**src/rtl/pc_unit.sv**
```systemverilog
// Program counter with sequential, jump, relative-branch and call/return
// sequencing backed by a small return-address stack; state moves on falling CLK.
module pc_unit #(
  parameter int unsigned WIDTH       = 8,
  parameter int unsigned STEP        = 1,
  parameter int unsigned RST_VAL     = 0,
  parameter int unsigned STACK_DEPTH = 4
) (
  input  logic             CLK,
  input  logic             RESET,
  input  logic             STALL,
  input  logic [2:0]       OP,
  input  logic [WIDTH-1:0] TARGET,
  input  logic [WIDTH-1:0] OFFSET,
  output logic [WIDTH-1:0] COUNT,
  output logic             STACK_EMPTY,
  output logic             STACK_FULL,
  output logic             ERR
);

  localparam int unsigned OCC_W = $clog2(STACK_DEPTH + 1);
  localparam int unsigned IDX_W = (STACK_DEPTH > 1) ? $clog2(STACK_DEPTH) : 1;
  localparam logic [WIDTH-1:0] STEP_W  = WIDTH'(STEP);
  localparam logic [WIDTH-1:0] RST_W   = WIDTH'(RST_VAL);
  localparam logic [OCC_W-1:0] DEPTH_W = OCC_W'(STACK_DEPTH);

  localparam logic [2:0] OP_INC    = 3'b000;
  localparam logic [2:0] OP_JUMP   = 3'b001;
  localparam logic [2:0] OP_BRANCH = 3'b010;
  localparam logic [2:0] OP_CALL   = 3'b011;
  localparam logic [2:0] OP_RET    = 3'b100;

  logic [WIDTH-1:0] stack_mem [STACK_DEPTH];
  logic [OCC_W-1:0] occ;
  logic [OCC_W-1:0] occ_next;
  logic [WIDTH-1:0] count_next;
  logic [WIDTH-1:0] seq_addr;
  logic             err_next;
  logic             push;

  // Return address and fall-through target share the same wrapped increment.
  assign seq_addr = COUNT + STEP_W;

  // Next-state selection; rejected CALL/RET fall through to a plain increment.
  always_comb begin
    count_next = seq_addr;
    occ_next   = occ;
    err_next   = 1'b0;
    push       = 1'b0;
    if (STALL) begin
      count_next = COUNT;
    end else begin
      case (OP)
        OP_INC:    count_next = seq_addr;
        OP_JUMP:   count_next = TARGET;
        OP_BRANCH: count_next = COUNT + OFFSET;
        OP_CALL: begin
          if (occ == DEPTH_W) begin
            err_next = 1'b1;
          end else begin
            push       = 1'b1;
            occ_next   = occ + OCC_W'(1);
            count_next = TARGET;
          end
        end
        OP_RET: begin
          if (occ == '0) begin
            err_next = 1'b1;
          end else begin
            occ_next   = occ - OCC_W'(1);
            count_next = stack_mem[IDX_W'(occ_next)];
          end
        end
        default:   count_next = seq_addr;
      endcase
    end
  end

  always_ff @(negedge CLK or posedge RESET) begin
    if (RESET) begin
      COUNT       <= RST_W;
      occ         <= '0;
      STACK_EMPTY <= 1'b1;
      STACK_FULL  <= 1'b0;
      ERR         <= 1'b0;
    end else begin
      COUNT       <= count_next;
      occ         <= occ_next;
      STACK_EMPTY <= (occ_next == '0);
      STACK_FULL  <= (occ_next == DEPTH_W);
      ERR         <= err_next;
    end
  end

  // Stack storage is deliberately not reset; occupancy alone defines validity.
  always_ff @(negedge CLK) begin
    if (push && !RESET) begin
      stack_mem[IDX_W'(occ)] <= seq_addr;
    end
  end

endmodule

```
**config.mk**
```make
export PLATFORM = sky130hd
export DESIGN_NAME = pc_unit
export DESIGN_NICKNAME = d
export VERILOG_FILES = /design/src/rtl/pc_unit.sv
export SDC_FILE = /design/constraint.sdc
export NUM_CORES = 1
export LEC_CHECK = 0
export BUFFER_PORTS_ARGS = -buffer_cell sky130_fd_sc_hd__buf_2
export CAP_MARGIN = 25
export CORE_ASPECT_RATIO = 0.8
export CORE_UTILIZATION = 45
export DETAILED_ROUTE_END_ITERATION = 6
export PLACE_DENSITY = 0.72
export SLEW_MARGIN = 0
export SYNTH_ARGS = -nofsm -noshare
export SYNTH_HDL_FRONTEND = slang
export SYNTH_SLANG_ARGS = --single-unit
```
**constraint.sdc**
```tcl
create_clock -name CLK -period 2.6 [get_ports CLK]
set_clock_uncertainty 0.15 [all_clocks]
set_input_delay 0.65 -clock CLK [delete_from_list [all_inputs] [get_ports CLK]]
set_output_delay 0.65 -clock CLK [all_outputs]
set_load 0.005 [all_outputs]
```
==> results.sh, run 1 <==
export IMPL_cp_slowest_stage_delay_ps=370
export IMPL_holdPathEnd="COUNT[4]"
export IMPL_cp_max_fo=3
export IMPL_gp_congestion=0.853
export IMPL_maxSlewViolCount=0
export IMPL_vdd_drop_max_mv=0.522
export IMPL_startpoint="OFFSET[0]"
export IMPL_syn2layout_area_growth_pct=47.5
export IMPL_drv_cap=0
export IMPL_ys_ff_latch=46
export IMPL_worstHoldStart="COUNT[4]"
export IMPL_hold_viol=0
export IMPL_setup_viol=57
export IMPL_place_ws_ps=-1090
export IMPL_critPathKind="in2reg"
export IMPL_clk_latency_ps=370
export IMPL_cts_sinks=46
export IMPL_drive_above_1_share_pct=46.2
export IMPL_antenna_cells=0
export IMPL_synth_cell_types=51
export IMPL_viasPerCell=5.47
export IMPL_ant_nets=0
export IMPL_start_kind="primary input"
export IMPL_fillers=427
export IMPL_dieArea_sq_um=6100
export IMPL_syn_num_nets=247
export IMPL_whs_ps=493
export IMPL_cts_buffers=5
export IMPL_fin_area_sq_um=3840
export IMPL_ys_seq_area_share_pct=50.4
export IMPL_port_buffers=32
export IMPL_cts_root_buf="clkbuf_8"
export IMPL_synth_edff_count=32
export IMPL_nets=366
export IMPL_postCtsHoldBufs=0
export IMPL_placedCellCount=359
export IMPL_syn_area_sq_um=2600
export IMPL_start_util_pct=47.1
export IMPL_dr_pass1_iters=4
export IMPL_rsz0062_at_grt="true"
export IMPL_synthFlopType="edfxtp_1"
export IMPL_h_tree_depth=2
export IMPL_cp_required_ps=1310
export IMPL_r2r_end="COUNT[7]"
export IMPL_min_path_type="reg2reg"
export IMPL_grt_pass1_vias=2305
export IMPL_drt_iter0_markers=138
export IMPL_pin_count=33
export IMPL_tightest_slew_ps=520
export IMPL_ff2ff_setup_slack_ps=330
export IMPL_grt_max_degree=18
export IMPL_power_density_nw_per_um2=859
export IMPL_status="finished, violations left"
export IMPL_violations="negative setup slack"
export IMPL_end_kind="flop"
export IMPL_ys_warn_count=0
export IMPL_cp_arrival_ps=1970
export IMPL_grt_pass1_wl_mm=10.9
export IMPL_whs_path_depth=3
export IMPL_track_usage_pct=23.9
export IMPL_ys_async_sr_fraction_pct=30.4
export IMPL_cts_tree="yes"
export IMPL_place_area_sq_um=3350
export IMPL_vias=2237
export IMPL_core_area_sq_um=5530
export IMPL_dp_hpwl_mm=4.97
export IMPL_placementRows=24
export IMPL_wl_mm=6.87
export IMPL_clockBufferDepth=2
export IMPL_wl_per_cell_um=16.8
export IMPL_rr_startpoint="occ[1]"
export IMPL_netlist_instances=211
export IMPL_antenna_found_initial=0
export IMPL_gr_total_overflow=0
export IMPL_worstPathCellList="buf_6 -> ha_4 -> fa_2 -> a211oi_2 -> o21bai_1 -> a21oi_2 -> or3_1 -> a32oi_1"
export IMPL_worstRegToRegCells=6
export IMPL_finalWorstSetupSlack_ps=-659
export IMPL_maxSlewHeadroom_pct=65.3
export IMPL_cp_slowest_cell="fa_2"
export IMPL_die_h_um=70.1
export IMPL_die_w_um=87.1
export IMPL_post_route_drc_count=0
export IMPL_power_leakage_nw=1.68
export IMPL_fin_cells=409
export IMPL_postSynthAreaPerCell_sq_um=12.3
export IMPL_path_clk_slew_ps=70
## per-layer routing
metal	vias to the layer above	global-route usage [%]	part of all wire (%)
li1	1052	-	-
met1	1113	30.7	43
met2	62	40.7	51
met3	10	4.61	4.7
met4	0	7.59	1.5
met5	-	0	0
## Yosys cell counts, drive strengths merged (2+ instances only)
library cell  count  area share (%)
a2111oi           2            0.67
a211oi            4             1.2
a21o              4             1.2
a21oi            15             2.9
a221o             5             1.9
a221oi            7             2.8
a31oi             2            0.48
a32oi             2            0.67
and2              6             1.4
buf               6             1.6
clkbuf            4            0.58
dfrtn            13              12
edfxtp           32              37
ha               13             6.2
inv              16             2.3
mux4              8             6.9
nand2             8             1.2
nand3             4            0.77
nor2              7             1.3
nor2b             6             1.5
nor3              4            0.77
nor3b             2            0.58
nor4              2            0.48
o211ai            2            0.77
o21ai             8             1.5
o221ai            2            0.67
or2               2            0.48
or3               2            0.48
xnor2             6             2.0
xor2              3             1.0
## state kept, by name, summed over array words and instances, names as in the netlist
signal and flops:
STACK_FULL 1, STACK_EMPTY 1, COUNT 8, occ 3, ERR 1, stack_mem 32
## how the worst max path moves through the flow
| stage | to | slack, ps |
|---|---|---|
| 2_1_floorplan | COUNT[2] | -900 |
| 3_3_place_gp | COUNT[2] | -1050 |
| 3_5_place_dp | COUNT[2] | -1090 |
| 4_1_cts | COUNT[6] | -670 |
| 5_1_grt | COUNT[6] | -720 |
| 6_report | COUNT[6] | -660 |
## area by class of cell
cell class / count / area (sq um) / share of cell area (%)
clock buffers: 5 / 68.8 / 1.79
clock inverters: 36 / 160 / 4.17
inverters: 15 / 56.3 / 1.47
multi-input cells: 139 / 1450 / 37.7
flip-flops and latches: 46 / 1310 / 34.2
well taps: 78 / 97.6 / 2.54
repair buffers: 90 / 698 / 18.2
## repair_timing
item                       in CTS  in global routing
resized for setup              38                  8
setup endpoints to repair      56                 57
pin swaps                      30                 10
buffers inserted                8                  3
## power by group
part / total, mW / internal (mW) / leakage, nW / switching [mW]
sequential: 1.02 / 0.946 / 0.452 / 0.0762
combinational: 1.58 / 0.781 / 0.999 / 0.803
clock: 0.695 / 0.278 / 0.230 / 0.417
## per-stage QoR
step                      setup TNS [ps]  total power, mW  util [%]
after floorplan                   -30440             2.00         -
after global placement            -41580             2.49      60.6
after detailed placement          -42830             2.52      60.6
after CTS                         -25180             3.24      68.4
after global routing              -26530             3.53      69.5
final                             -25240             3.30      69.5
## kinds of logic after synthesis
kind of cell | after synthesis | share of synthesized area (%)
AOI/OAI and AO/OA | 60 | 17.5
xor gates and xnor gates | 9 | 3.03
adders and majority gates | 14 | 7.01
buffers and inverters | 26 | 4.47
DFF | 46 | 50.4
muxes | 8 | 6.92
and+or+nand+nor | 48 | 10.7
## placed cells by master, fill, tap and decap left out, types with 3 or more instances in the layout
master	n
inv_1	47
buf_4	47
edfxtp_1	32
buf_2	26
dfrtn_1	13
buf_6	12
a21oi_1	11
mux4_2	8
nand2_1	8
ha_1	7
xnor2_1	6
ha_4	6
nor2_1	5
and2_4	5
a221o_1	5
a221oi_2	5
clkbuf_8	5
nor2b_1	4
o21ai_1	4
a21o_1	4
a21oi_2	4
nor3_1	4
buf_8	4
nand3_1	3
a211oi_2	3
xor2_1	3
## critical path, delay by kind of cell
family / cells / cell delay [ps]
compound gates: 4 / 580
fa+ha+maj: 2 / 520
simple gates: 1 / 120
buf+inv: 1 / 100
No activity file was read; power rests on OpenSTA's default activity.
==> run 2: changes to the inputs <==
CORE_UTILIZATION = 50   (was 45)
PLACE_DENSITY = 0.78   (was 0.72)
==> run 2 against run 1 <==
  * Non-clock buffer count is 3 lower
  * Sequential power hardly changed
  * The flow still finishes with violations (negative setup slack)
  * Largest cell class unchanged
  * Hold slack better by 5.4 ps
  * Critical endpoint is now COUNT[2]
  * Sequential cell count stayed put
  * Register-to-register slack worse by 90 ps
  * Cell area is 1.3% lower
  * Critical path depth is 1 lower
  * Die area is 9.7% lower
==> results.sh, run 2 (synthesis results as in run 1) <==
export IMPL_track_usage_pct=26.9
export IMPL_die_h_um=66.6
export IMPL_power_leakage_nw=1.66
export IMPL_cp_slowest_cell="fa_2"
export IMPL_start_kind="primary input"
export IMPL_nets=363
export IMPL_violations="negative setup slack"
export IMPL_syn2layout_area_growth_pct=45.5
export IMPL_worstPathCellList="buf_6 -> ha_4 -> fa_2 -> xor2_1 -> a221o_1 -> a221oi_2 -> a21oi_1"
export IMPL_wl_mm=7.06
export IMPL_m1WireLength_mm=2.83
export IMPL_placementRows=23
export IMPL_dr_wl_met2_mm=3.55
export IMPL_gp_congestion=0.870
export IMPL_cts_tree="yes"
export IMPL_largest_reg_flops=32
export IMPL_cp_required_ps=1310
export IMPL_vias=2263
export IMPL_whs_ps=499
export IMPL_cp_arrival_ps=2000
export IMPL_met3_length_um=482
export IMPL_regMostFlops="stack_mem"
export IMPL_top_layer="met4"
export IMPL_wl_per_cell_um=18.1
export IMPL_cp_max_fo=3
export IMPL_path_clk_slew_ps=70
export IMPL_fin_cells=390
export IMPL_tightest_slew_ps=579
export IMPL_dr_pass1_iters=4
export IMPL_power_density_nw_per_um2=871
export IMPL_antenna_found_initial=0
export IMPL_cts_buffers=5
export IMPL_clk_latency_ps=400
export IMPL_finalWorstSetupSlack_ps=-687
export IMPL_placedCellCount=344
export IMPL_cts_root_buf="clkbuf_8"
export IMPL_end_kind="flop"
export IMPL_drt_iter0_markers=155
export IMPL_hold_viol=0
export IMPL_port_buffers=32
export IMPL_grt_max_degree=17
export IMPL_ant_nets=0
export IMPL_status="finished, violations left"
export IMPL_clockBufferDepth=2
export IMPL_min_path_type="reg2reg"
export IMPL_core_area_sq_um=5010
export IMPL_pin_count=33
export IMPL_drv_cap=0
export IMPL_fin_util_pct=75.7
export IMPL_drive_above_1_share_pct=45.7
export IMPL_die_w_um=82.7
export IMPL_cp_slowest_stage_delay_ps=370
export IMPL_cts_sinks=46
export IMPL_grt_pass1_wl_mm=10.4
export IMPL_vdd_drop_max_mv=0.576
export IMPL_largestRegisters="stack_mem: 32 flops, COUNT: 8 flops, occ: 3 flops"
export IMPL_post_route_drc_count=0
export IMPL_dp_hpwl_mm=4.75
export IMPL_setup_viol=57
export IMPL_layout_common_cells="46 x inv_1, 46 x buf_4, 32 x edfxtp_1"
export IMPL_critPathKind="in2reg"
export IMPL_dieArea_sq_um=5500
export IMPL_rsz0062_at_grt="true"
export IMPL_maxSlewViolCount=0
export IMPL_antenna_cells=0
export IMPL_viasPerCell=5.80
export IMPL_h_tree_depth=2
export IMPL_gr_total_overflow=0
export IMPL_grt_pass1_vias=2204
export IMPL_start_util_pct=52.0
export IMPL_maxSlewHeadroom_pct=61.4
==> run 2: cell count changes in the layout (fill, tap and decap cells not counted), moves of 2 or more <==
cell | previous run | this run
a21oi_2 | 4 | 2
buf_6 | 12 | 10
a21oi_1 | 11 | 13
inv_4 | 0 | 2
==> run 2: path summary, 6_finish.rpt <==
path / startpoint / to / slack, ps / depth (start not counted)
max in group asynchronous: RESET / COUNT[4] / 710 / 3
max: OFFSET[0] / COUNT[2] / -690 / 7
min reg2reg: COUNT[4] / COUNT[4] / 500 / 3
min in group asynchronous: RESET / STACK_FULL / 1390 / 3
min: COUNT[4] / COUNT[4] / 500 / 3
max reg2reg: occ[1] / COUNT[5] / 240 / 7
==> run 2: area by class of cell <==
| type | instances | area [sq um] |
|---|---|---|
| Multi-Input combinational cell | 139 | 1450 |
| Sequential cell | 46 | 1310 |
| Fill cell | 311 | 1220 |
| Timing Repair Buffer | 87 | 673 |
| Clock inverter | 36 | 150 |
| Tap cell | 62 | 77.6 |
| Clock buffer | 5 | 68.8 |
| Inverter | 15 | 58.8 |
==> run 2: metal layers <==
metal  global-route usage [%]  up-vias
met2                     43.0       88
met3                     6.71       21
met4                     12.9        0
li1                         -     1052
met1                     34.1     1102
met5                        0        -
==> run 2: metrics by stage <==
stage          TNS (ps)  setup WS, ps  area (sq um)  total power [mW]
3_3_place_gp     -40300         -1050          3340              2.49
5_1_grt          -26550          -763          3790              3.52
6_report         -23930          -687          3790              3.30
4_1_cts          -23550          -677          3710              3.22
3_5_place_dp     -41720         -1110          3340              2.53
2_1_floorplan    -30440          -898          2830              2.00
==> run 2: what timing repair did <==
action                                  CTS  global route
setup buffers                             4             2
hold buffers                              0             0
endpoints found under the setup margin   56            57
pin swaps                                28             9
resized for setup                        30            14
gates cloned                              0             0
==> run 2: report_power, final <==
part | internal (mW) | switching, mW
Combinational | 0.792 | 0.808
Sequential | 0.946 | 0.0843
Clock | 0.265 | 0.407
Total | 2.00 | 1.30
==> run 2: critical path: cells and delay by family <==
family          cells  cell delay, ps
xor+xnor            1             170
buf+inv             1             100
fa+ha+maj           2             520
compound gates      3             550
==> run 3: changes to the inputs <==
ABC_AREA = 1   (was unset)
==> run 3 against run 2 <==
  * The flow finishes with violations (design-rule violations, negative setup slack)
  * Highest routed layer unchanged
  * Power is essentially flat
  * Non-clock buffer count fell by 13
  * Global-route usage is 0.43 points lower
  * Count of clock-buffer cells in the layout did not move
  * Critical endpoint unchanged
  * Clock power fell by 2%
  * Critical path type unchanged
  * First-iteration DRC count up 43%
  * Setup slack gained 110 ps
==> results.sh, run 3 <==
export IMPL_cts_sinks=46
export IMPL_start_util_pct=52.9
export IMPL_start_kind="primary input"
export IMPL_vdd_drop_max_mv=0.461
export IMPL_cp_arrival_ps=1910
export IMPL_placementRows=23
export IMPL_viasPerCell=5.35
export IMPL_port_buffers=32
export IMPL_vias=2691
export IMPL_clk_latency_ps=380
export IMPL_drt_iter0_markers=221
export IMPL_antenna_found_initial=0
export IMPL_maxSlewViolCount=0
export IMPL_dieArea_sq_um=5690
export IMPL_ys_warn_count=0
export IMPL_power_density_nw_per_um2=839
export IMPL_multi_input_area_sq_um=1540
export IMPL_synth_common_cells="101 x nand2_1, 43 x nor2_1, 39 x inv_1, 35 x nand3_1, 32 x edfxtp_1"
export IMPL_cts_buffers=5
export IMPL_seqCellArea_sq_um=1310
export IMPL_end_kind="flop"
export IMPL_wl_mm=7.83
export IMPL_regMostFlops="stack_mem"
export IMPL_min_path_type="reg2reg"
export IMPL_cts_root_buf="clkbuf_8"
export IMPL_rsz0062_at_grt="true"
export IMPL_gp_congestion=0.810
export IMPL_fin_area_sq_um=3940
export IMPL_power_leakage_nw=1.90
export IMPL_dp_hpwl_mm=5.05
export IMPL_critPathKind="in2reg"
export IMPL_ys_seq_area_share_pct=48.7
export IMPL_tightest_slew_ps=399
export IMPL_largestRegisters="stack_mem: 32 flops, COUNT: 8 flops, occ: 3 flops"
export IMPL_post_synth_top_count_cell="nand2_1"
export IMPL_nets=476
export IMPL_gr_total_overflow=0
export IMPL_dr_pass1_iters=7
export IMPL_grt_pass1_wl_mm=11.4
export IMPL_synth_cell_types=27
export IMPL_yosysTopAreaCellShare_pct=35.7
export IMPL_die_h_um=67.7
export IMPL_drive_above_1_share_pct=34.9
export IMPL_h_tree_depth=2
export IMPL_cts_tree="yes"
export IMPL_fin_util_pct=77.3
export IMPL_violations="design-rule violations, negative setup slack"
export IMPL_place_area_sq_um=3440
export IMPL_synth_area_top_cells="edfxtp_1 36%, nand2_1 14%, dfrtn_1 12%"
export IMPL_status="finished, violations left"
export IMPL_cp_max_fo=2
export IMPL_finalWorstSetupSlack_ps=-581
export IMPL_hold_viol=0
export IMPL_yosysTopAreaCell="edfxtp_1"
export IMPL_path_clk_slew_ps=70
export IMPL_maxSlewHeadroom_pct=73.3
export IMPL_syn_area_sq_um=2690
export IMPL_ant_nets=0
export IMPL_whs_ps=421
export IMPL_wl_per_cell_um=15.6
export IMPL_grt_pass1_vias=2503
export IMPL_setup_viol=56
export IMPL_clockBufferDepth=2
export IMPL_die_w_um=84.1
export IMPL_syn2layout_area_growth_pct=46.1
export IMPL_syn_num_nets=369
export IMPL_ys_ff_latch=46
export IMPL_cp_required_ps=1320
export IMPL_fin_cells=503
export IMPL_netlist_instances=333
export IMPL_fillers=341
export IMPL_post_route_drc_count=6
export IMPL_total_power_mw=3.30
export IMPL_layout_common_cells="86 x nand2_1, 65 x inv_1, 36 x nor2_1"
export IMPL_synth_edff_count=32
export IMPL_synthFlopType="edfxtp_1"
export IMPL_setup_tns_ps=-15570
export IMPL_pin_count=33
export IMPL_place_ws_ps=-946
export IMPL_postCtsHoldBufs=0
export IMPL_track_usage_pct=26.5
export IMPL_placedCellCount=458
export IMPL_largest_reg_flops=32
export IMPL_ys_async_sr_fraction_pct=30.4
export IMPL_antenna_cells=0
export IMPL_grt_max_degree=19
export IMPL_drv_cap=0
export IMPL_layout_commonest_cell="nand2_1"
export IMPL_postSynthAreaPerCell_sq_um=8.09
export IMPL_core_area_sq_um=5090
==> run 3: cell type report <==
cell class / count / area share [%]
well taps: 62 / 1.97
clock buffers: 5 / 1.75
repair buffers: 74 / 15.9
inverters: 40 / 4.29
clock inverters: 36 / 3.72
multi-input cells: 240 / 39.0
flip-flops and latches: 46 / 33.3
==> run 3: cells by family after synthesis <==
group	after synthesis	share of synthesized area (%)
compound gates	27	5.67
simple gates	194	30.2
fa+ha+maj	14	6.78
buf+inv	47	7.01
xor+xnor	5	1.63
flops	46	48.7
==> run 3: worst max-delay path: stages <==
cell and delay, ps:
buf_6 100, ha_4 150, fa_2 340, or2_4 230, nand3_2 80, o21ai_2 50, a21oi_1 110, nand2_1 70
nand2_1 60, nand2_1 50
==> run 3: worst paths after layout <==
check                      startpoint          end  slack, ps  cells after the start
setup / recovery            OFFSET[0]     COUNT[2]       -580                     10
hold / removal                 occ[1]       occ[1]        420                      2
setup reg to reg               occ[1]     COUNT[6]        380                     10
hold reg to reg                occ[1]       occ[1]        420                      2
max in group asynchronous       RESET  STACK_EMPTY        580                      3
min in group asynchronous       RESET       occ[2]       1400                      3
==> run 3: report_power, final <==
part           internal [mW]  switching (mW)
clock                  0.259           0.400
combinational          0.656           0.997
sequential             0.935          0.0570
==> run 3: repair_timing <==
item	in CTS	in global routing
endpoints found under the setup margin	56	56
buffers inserted	2	3
gates resized for setup	45	19
pin swaps	32	16
==> run 3: routing by layer <==
layer / routed length (um) / part of all wire [%] / GRT usage (%)
met5: 0 / 0 / 0
met4: 113 / 1.4 / 10.3
met3: 536 / 6.8 / 5.87
met2: 3940 / 50 / 45.0
met1: 3240 / 41 / 33.8
